--- src/rtl/cpu_pkg.sv ---
// ---------------------------------------------------------------------------
// cpu_pkg
// Shared constants for the 8-bit RISC control sequencer: opcode values,
// sequencer state encoding, register-file write-data source encodings and
// ALU operation encodings, plus two small helpers used by the sequencer.
// No ports (package).
// ---------------------------------------------------------------------------
package cpu_pkg;

  // Opcode field values, taken from ir[7:4]
  localparam logic [3:0] OP_NOP = 4'h0;
  localparam logic [3:0] OP_ADD = 4'h1;
  localparam logic [3:0] OP_SUB = 4'h2;
  localparam logic [3:0] OP_AND = 4'h3;
  localparam logic [3:0] OP_OR  = 4'h4;
  localparam logic [3:0] OP_XOR = 4'h5;
  localparam logic [3:0] OP_MOV = 4'h6;
  localparam logic [3:0] OP_LDI = 4'h7;
  localparam logic [3:0] OP_JMP = 4'h8;
  localparam logic [3:0] OP_JZ  = 4'h9;
  localparam logic [3:0] OP_HLT = 4'hF;

  // Sequencer states
  localparam logic [2:0] ST_FETCH  = 3'd0;
  localparam logic [2:0] ST_DECODE = 3'd1;
  localparam logic [2:0] ST_FETCH2 = 3'd2;
  localparam logic [2:0] ST_EXEC   = 3'd3;
  localparam logic [2:0] ST_WB     = 3'd4;
  localparam logic [2:0] ST_HALT   = 3'd5;

  // Register-file write-data source select
  localparam logic [1:0] DIN_ALU = 2'd0;
  localparam logic [1:0] DIN_IMM = 2'd1;
  localparam logic [1:0] DIN_RS  = 2'd2;

  // ALU operation codes
  localparam logic [2:0] ALU_ADD  = 3'd0;
  localparam logic [2:0] ALU_SUB  = 3'd1;
  localparam logic [2:0] ALU_AND  = 3'd2;
  localparam logic [2:0] ALU_OR   = 3'd3;
  localparam logic [2:0] ALU_XOR  = 3'd4;
  localparam logic [2:0] ALU_PASS = 3'd7;

  // Opcode field of an instruction byte
  function automatic logic [3:0] opcodeOf(input logic [7:0] ir);
    return ir[7:4];
  endfunction

  // True in the two states that run the instruction-memory handshake
  function automatic logic isFetchState(input logic [2:0] st);
    return (st == ST_FETCH) || (st == ST_FETCH2);
  endfunction

endpackage

--- src/rtl/cpu_instr_decode.sv ---
// ---------------------------------------------------------------------------
// cpu_instr_decode
// Purely combinational opcode classifier for the control sequencer.
// Ports:
//   i_opcode       in  4  opcode field of the instruction register (ir[7:4])
//   o_is_alu       out 1  ADD/SUB/AND/OR/XOR (writes ALU result, updates zflag)
//   o_is_mov       out 1  MOV (register-to-register copy)
//   o_is_two_byte  out 1  LDI/JMP/JZ (need a second byte from memory)
//   o_is_halt      out 1  HLT
//   o_is_illegal   out 1  undefined opcodes A..E
//   o_alu_op       out 3  ALU operation for this opcode (pass when not ALU)
//   o_din_sel      out 2  register-file write-data source for this opcode
// ---------------------------------------------------------------------------
module cpu_instr_decode
  import cpu_pkg::*;
(
  input  logic [3:0] i_opcode,
  output logic       o_is_alu,
  output logic       o_is_mov,
  output logic       o_is_two_byte,
  output logic       o_is_halt,
  output logic       o_is_illegal,
  output logic [2:0] o_alu_op,
  output logic [1:0] o_din_sel
);

  // Opcode table. NOP falls through to the defaults: no write, pass-through
  // ALU and ALU data source, which are also the idle values seen by the
  // datapath outside of EXEC/WB.
  always_comb begin
    o_is_alu      = 1'b0;
    o_is_mov      = 1'b0;
    o_is_two_byte = 1'b0;
    o_is_halt     = 1'b0;
    o_is_illegal  = 1'b0;
    o_alu_op      = ALU_PASS;
    o_din_sel     = DIN_ALU;
    case (i_opcode)
      OP_ADD: begin
        o_is_alu = 1'b1;
        o_alu_op = ALU_ADD;
      end
      OP_SUB: begin
        o_is_alu = 1'b1;
        o_alu_op = ALU_SUB;
      end
      OP_AND: begin
        o_is_alu = 1'b1;
        o_alu_op = ALU_AND;
      end
      OP_OR: begin
        o_is_alu = 1'b1;
        o_alu_op = ALU_OR;
      end
      OP_XOR: begin
        o_is_alu = 1'b1;
        o_alu_op = ALU_XOR;
      end
      OP_MOV: begin
        o_is_mov  = 1'b1;
        o_din_sel = DIN_RS;
      end
      OP_LDI: begin
        o_is_two_byte = 1'b1;
        o_din_sel     = DIN_IMM;
      end
      OP_JMP, OP_JZ: begin
        o_is_two_byte = 1'b1;
      end
      OP_HLT: begin
        o_is_halt = 1'b1;
      end
      4'hA, 4'hB, 4'hC, 4'hD, 4'hE: begin
        o_is_illegal = 1'b1;
      end
      default: begin
      end
    endcase
  end

endmodule

--- src/rtl/cpu_ctrl_fsm.sv ---
// ---------------------------------------------------------------------------
// cpu_ctrl_fsm
// Multi-cycle control sequencer for the 8-bit RISC core. Fetches one- and
// two-byte instructions over a req/ack handshake, decodes them and drives
// the register file, ALU and program counter.
// Parameters:
//   RESET_PC          PC value loaded on reset
// Ports:
//   clk         in  1  system clock, rising edge
//   rst_n       in  1  asynchronous active-low reset
//   run         in  1  enables new instruction-memory requests
//   imem_req    out 1  instruction-memory read request
//   imem_addr   out 8  read address (the pc)
//   imem_ack    in  1  read data valid this cycle
//   imem_data   in  8  instruction or immediate byte
//   rf_we       out 1  register-file write enable (single-cycle pulse)
//   rf_rd       out 2  destination / first operand register (ir[3:2])
//   rf_rs       out 2  source register (ir[1:0])
//   rf_din_sel  out 2  write-data source: 0 ALU, 1 imm, 2 rs value
//   alu_op      out 3  ALU operation (7 = pass)
//   alu_zero    in  1  ALU result-is-zero from the datapath
//   imm         out 8  latched immediate byte
//   zflag       out 1  registered zero flag
//   halted      out 1  high while halted
//   illegal     out 1  single-cycle pulse on an undefined opcode
// ---------------------------------------------------------------------------
module cpu_ctrl_fsm
  import cpu_pkg::*;
#(
  parameter logic [7:0] RESET_PC = 8'h00
) (
  input  logic       clk,
  input  logic       rst_n,
  input  logic       run,
  output logic       imem_req,
  output logic [7:0] imem_addr,
  input  logic       imem_ack,
  input  logic [7:0] imem_data,
  output logic       rf_we,
  output logic [1:0] rf_rd,
  output logic [1:0] rf_rs,
  output logic [1:0] rf_din_sel,
  output logic [2:0] alu_op,
  input  logic       alu_zero,
  output logic [7:0] imm,
  output logic       zflag,
  output logic       halted,
  output logic       illegal
);

  logic [2:0] r_state;
  logic [2:0] w_stateNext;
  logic [7:0] r_pc;
  logic [7:0] w_pcNext;
  logic [7:0] r_ir;
  logic [7:0] r_imm;
  logic       r_zflag;

  logic [3:0] w_opcode;
  logic       w_isAlu;
  logic       w_isMov;
  logic       w_isTwoByte;
  logic       w_isHalt;
  logic       w_isIllegal;
  logic [2:0] w_aluOp;
  logic [1:0] w_dinSel;

  logic       w_req;
  logic       w_ack;
  logic       w_jumpTaken;

  assign w_opcode = opcodeOf(r_ir);

  cpu_instr_decode u_decode (
    .i_opcode      (w_opcode),
    .o_is_alu      (w_isAlu),
    .o_is_mov      (w_isMov),
    .o_is_two_byte (w_isTwoByte),
    .o_is_halt     (w_isHalt),
    .o_is_illegal  (w_isIllegal),
    .o_alu_op      (w_aluOp),
    .o_din_sel     (w_dinSel)
  );

  // The request is combinational on run so that dropping run withdraws an
  // outstanding request at once. rst_n is folded in because the state is
  // already FETCH while reset is held, and no request may escape then.
  assign w_req = rst_n & run & isFetchState(r_state);

  // Acks are only meaningful against a live request
  assign w_ack = w_req & imem_ack;

  // JMP always redirects; JZ only on a set zero flag. The target comes
  // straight off the memory bus in the ack cycle, not from r_imm.
  assign w_jumpTaken = (r_state == ST_FETCH2) &&
                       ((w_opcode == OP_JMP) || ((w_opcode == OP_JZ) && r_zflag));

  // Next-state selection. Illegal opcodes and NOP return straight to FETCH;
  // HALT is only left through reset.
  always_comb begin
    w_stateNext = r_state;
    case (r_state)
      ST_FETCH: begin
        if (w_ack) w_stateNext = ST_DECODE;
      end
      ST_DECODE: begin
        if (w_isTwoByte)              w_stateNext = ST_FETCH2;
        else if (w_isHalt)            w_stateNext = ST_HALT;
        else if (w_isAlu || w_isMov)  w_stateNext = ST_EXEC;
        else                          w_stateNext = ST_FETCH;
      end
      ST_FETCH2: begin
        if (w_ack) w_stateNext = (w_opcode == OP_LDI) ? ST_WB : ST_FETCH;
      end
      ST_EXEC:  w_stateNext = ST_WB;
      ST_WB:    w_stateNext = ST_FETCH;
      ST_HALT:  w_stateNext = ST_HALT;
      default:  w_stateNext = ST_FETCH;
    endcase
  end

  // Program counter: one increment per accepted byte (8-bit wrap), or the
  // jump target when a jump resolves in FETCH2.
  always_comb begin
    w_pcNext = r_pc;
    if (w_ack) begin
      if (w_jumpTaken) w_pcNext = imem_data;
      else             w_pcNext = r_pc + 8'd1;
    end
  end

  // Sequencer registers. ir and imm load only in their ack cycle, so bus
  // contents during memory wait states never reach them. zflag follows the
  // ALU only for arithmetic/logic writebacks.
  always_ff @(posedge clk or negedge rst_n) begin
    if (!rst_n) begin
      r_state <= ST_FETCH;
      r_pc    <= RESET_PC;
      r_ir    <= 8'h00;
      r_imm   <= 8'h00;
      r_zflag <= 1'b0;
    end else begin
      r_state <= w_stateNext;
      r_pc    <= w_pcNext;
      if (w_ack && (r_state == ST_FETCH))  r_ir  <= imem_data;
      if (w_ack && (r_state == ST_FETCH2)) r_imm <= imem_data;
      if ((r_state == ST_WB) && w_isAlu)   r_zflag <= alu_zero;
    end
  end

  assign imem_req   = w_req;
  assign imem_addr  = r_pc;
  assign rf_we      = (r_state == ST_WB);
  assign rf_rd      = r_ir[3:2];
  assign rf_rs      = r_ir[1:0];
  assign rf_din_sel = (r_state == ST_WB) ? w_dinSel : DIN_ALU;
  // alu_op is presented in EXEC and held through WB so the written result
  // is the one the ALU computed; elsewhere the ALU idles in pass mode.
  assign alu_op     = ((r_state == ST_EXEC) || (r_state == ST_WB)) ? w_aluOp : ALU_PASS;
  assign imm        = r_imm;
  assign zflag      = r_zflag;
  assign halted     = (r_state == ST_HALT);
  // DECODE lasts exactly one cycle, so this is a single-cycle pulse
  assign illegal    = (r_state == ST_DECODE) && w_isIllegal;

endmodule

--- config.mk ---
export PLATFORM = sky130hd
export DESIGN_NAME = cpu_ctrl_fsm
export DESIGN_NICKNAME = d
export VERILOG_FILES = /design/src/rtl/cpu_pkg.sv /design/src/rtl/cpu_instr_decode.sv /design/src/rtl/cpu_ctrl_fsm.sv
export SDC_FILE = /design/constraint.sdc
export NUM_CORES = 1
export LEC_CHECK = 0
export CAP_MARGIN = 25
export CORE_ASPECT_RATIO = 1.4
export CORE_UTILIZATION = 52
export DETAILED_ROUTE_END_ITERATION = 10
export HOLD_SLACK_MARGIN = 0.15
export PLACE_DENSITY = 0.85
export SLEW_MARGIN = 20
export SYNTH_ARGS = -nofsm -noshare
export SYNTH_HDL_FRONTEND = slang
export SYNTH_SLANG_ARGS = --single-unit
--- constraint.sdc ---
create_clock -name clk -period 3.2 [get_ports clk]
set_input_delay 0.64 -clock clk [delete_from_list [all_inputs] [get_ports clk]]
set_output_delay 0.64 -clock clk [all_outputs]
set_load 0.01 [all_outputs]
==> flow_metrics.py <==
metrics = {
    "outcome": {
        "status": "completed",
    },
    "synthesis": {
        "synth_edf_count": 0,
        "synthMuxAreaShare": 0.180,
        "synthXorXnorAreaFrac": 0.00541,
        "ys_warn_count": 0,
        "syn_area_um2": 1620,
        "async_flop_share": 1.00,
        "syn_inst": 152,
        "syn_area_per_cell_um2": 10.7,
        "synth-simple-area-share": 0.185,
        "syn_nets": 166,
        "synth_top_family_by_area": "simple AND/OR/NAND/NOR gates",
        "synth_compound_area_frac": 0.116,
        "synth_ff_type": "dfrtp_1",
        "ys_ff_latch": 28,
        "yosysSeqAreaShare": 0.433,
        "synth_fa_ha_area_frac": 0.00773,
        "ys_types": 39,
    },
    "power_and_ir_drop": {
        "p_leak_nw": 0.910,
        "p_per_area_nw_per_um2": 875,
        "power_mw": 1.81,
        "peakVddDrop_mv": 0.555,
    },
    "cts": {
        "clk_pin_slew_ns": 0.09,
        "clock_latency_ns": 0.27,
        "cts_sinks": 28,
        "cts_tree": "yes",
        "clock_path_buffers": 2,
        "htreeDepth": 1,
        "cts_root_buf": "clkbuf_8",
        "postCtsSetupRepairBufs": 0,
        "cts_buffers": 3,
        "cts.repair.resized": 0,
        "cts_hold_buf": 0,
    },
    "final_layout": {
        "drive_above_1_share": 0.156,
        "final_common_cell": "clkdlybuf4s50_1",
        "multi_input_area_um2": 801,
        "regArea_um2": 701,
        "fillers": 218,
        "area_delta_synth_final_pct": 28.1,
        "diodes": 0,
        "final_nets": 201,
        "final_cell_mix": "clkdlybuf4s50_1 (42), dfrtp_1 (28), a21oi_1 (11)",
    },
    "routing": {
        "drt-initial-drc-count": 30,
        "avgRoutedWirePerCell_um": 16.4,
        "drc": 0,
        "drt_wl_total_um": 3660,
        "vias": 1327,
        "ant_nets": 0,
        "dr.pass1.iters": 4,
        "vias_per_cell": 5.95,
    },
    "sta": {
        "clock_skew_ns": 0.00223,
        "fin_crit_sh": 0.933,
        "relSlewSlack": 0.644,
        "timing_hold_violations_final": 0,
        "tightest_slew_ns": 0.532,
        "fin_crit_ns": 2.98,
        "rsz0062_at_grt": "false",
        "clock.fmax_ghz": 0.335,
        "setup_viol": 0,
        "holdWs_ns": 0.519,
        "tns_ns": 0,
        "drv_slew": 0,
    },
    "worst_setup_path": {
        "timing.rr.start": "r_ir[6]",
        "path_max_fanout": 8,
        "reg2regPathDepth": 4,
        "cp_data_required_time_ns": 2.56,
        "cp-end-kind": "primary output",
        "crit_type": "flip-flop to primary output",
        "start_kind": "flip-flop",
        "cp_cell_sequence": "inv_1 -> or3_1 -> nor4b_1 -> clkdlybuf4s50_1",
        "critPathMaxStageDelay_ns": 0.59,
        "cp.arrival_ns": 2.34,
        "rr_endpoint": "imem_addr[0]",
        "slowest_stage": "clkdlybuf4s50_1",
        "reg2reg_slack_ns": 1.15,
    },
    "grt": {
        "grt_max_degree": 22,
        "grt_pass1_wl_um": 6070,
        "grt_usage": 0.238,
        "gr-total-overflow": 0,
        "antenna_found_initial": 0,
        "grt_pass1_vias": 1315,
    },
    "die": {
        "coreArea_um2": 2910,
        "io_pins": 43,
        "rows": 23,
        "fp.dieH_um": 68.0,
        "die_x_um": 49.2,
        "die_area_um2": 3340,
        "start_util": 0.557,
    },
    "run": {
        "cap_violations": 0,
    },
    "place": {
        "hpwl_um": 2690,
        "gp_congestion": 0.795,
        "port_buffers": 42,
    },
    "min_path": {
        "worstHoldPathCells": 1,
        "hold_path_end": "imm[0]",
        "hp-class": "flip-flop to flip-flop",
        "min-delay-start": "imm[0]",
    },
}
[layout make-up]
type                            instances  share of cell area
Timing Repair Buffer                   44               0.210
Clock buffer                            3              0.0199
Sequential cell                        28               0.338
Multi-Input combinational cell        105               0.386
Clock inverter                          1              0.0145
Inverter                                5             0.00905
Tap cell                               37              0.0223
[where the power goes]
part,switching (mW),internal [mW]
logic,0.308,0.489
clock network,0.108,0.167
registers,0.229,0.512
total,0.645,1.17
[critical path, delay by kind of cell (launching register included)]
kind | cells | cell delay [ns]
buf+inv | 2 | 0.73
simple gates | 2 | 0.79
flops | 1 | 0.56
[through the flow]
stage	worst slack [ns]	instance area, um^2	util	std cells
CTS	0.246	2070	0.713	223
floorplan	1.12	1620	-	152
global route	0.0533	2070	0.713	223
finish	0.216	2070	0.713	223
global placement	0.611	2000	0.689	219
detailed placement	0.563	2000	0.689	219
[cells by family after synthesis]
| logic type | count (synthesis) |
|---|---|
| adders and majority gates | 1 |
| DFF | 28 |
| muxes | 24 |
| buffers and inverters | 19 |
| AOI/OAI and AO/OA | 29 |
| xor gates and xnor gates | 1 |
| and+or+nand+nor | 50 |
[cells in the mapped netlist, types with 2 or more instances]
master,number,area share
mux2_2,9,0.063
inv_1,5,0.012
a21oi_1,11,0.034
nand2_1,8,0.019
nor3_1,2,0.0062
buf_6,4,0.028
mux2i_1,7,0.043
nand3_1,8,0.025
clkbuf_1,5,0.012
dfrtp_1,28,0.43
buf_4,4,0.019
a2bb2oi_1,5,0.027
mux2_4,8,0.074
nor2_1,9,0.021
o31ai_1,2,0.0093
and3_1,4,0.015
nand2b_1,4,0.015
o21ai_0,6,0.019
nor4_1,2,0.0077
and4_1,2,0.011
[worst max path at each step]
| stage | slack, ns | endpoint | startpoint | depth (start not counted) |
|---|---|---|---|---|
| after floorplan | 1.12 | rf_din_sel[1] | r_state[2] | 4 |
| after global placement | 0.61 | rf_din_sel[1] | r_state[2] | 4 |
| after detailed placement | 0.56 | rf_din_sel[1] | r_state[2] | 4 |
| after CTS | 0.25 | rf_din_sel[1] | r_state[2] | 4 |
| after global routing | 0.05 | rf_din_sel[1] | r_state[2] | 4 |
| final | 0.22 | rf_din_sel[1] | r_state[2] | 4 |
[state kept, by name (all words and copies together) (netlist names)]
name	cells
imm	8
r_ir	8
imem_addr	8
r_state	3
zflag	1
[per-layer routing]
layer	vias up	wire, um	share of wire	GRT usage
li1	620	-	-	-
met1	659	1480	0.40	0.278
met2	40	2010	0.55	0.430
met3	8	117	0.032	0.0267
met4	0	58	0.016	0.121
met5	-	0	0	0
Power figures use the tool's default switching activity.
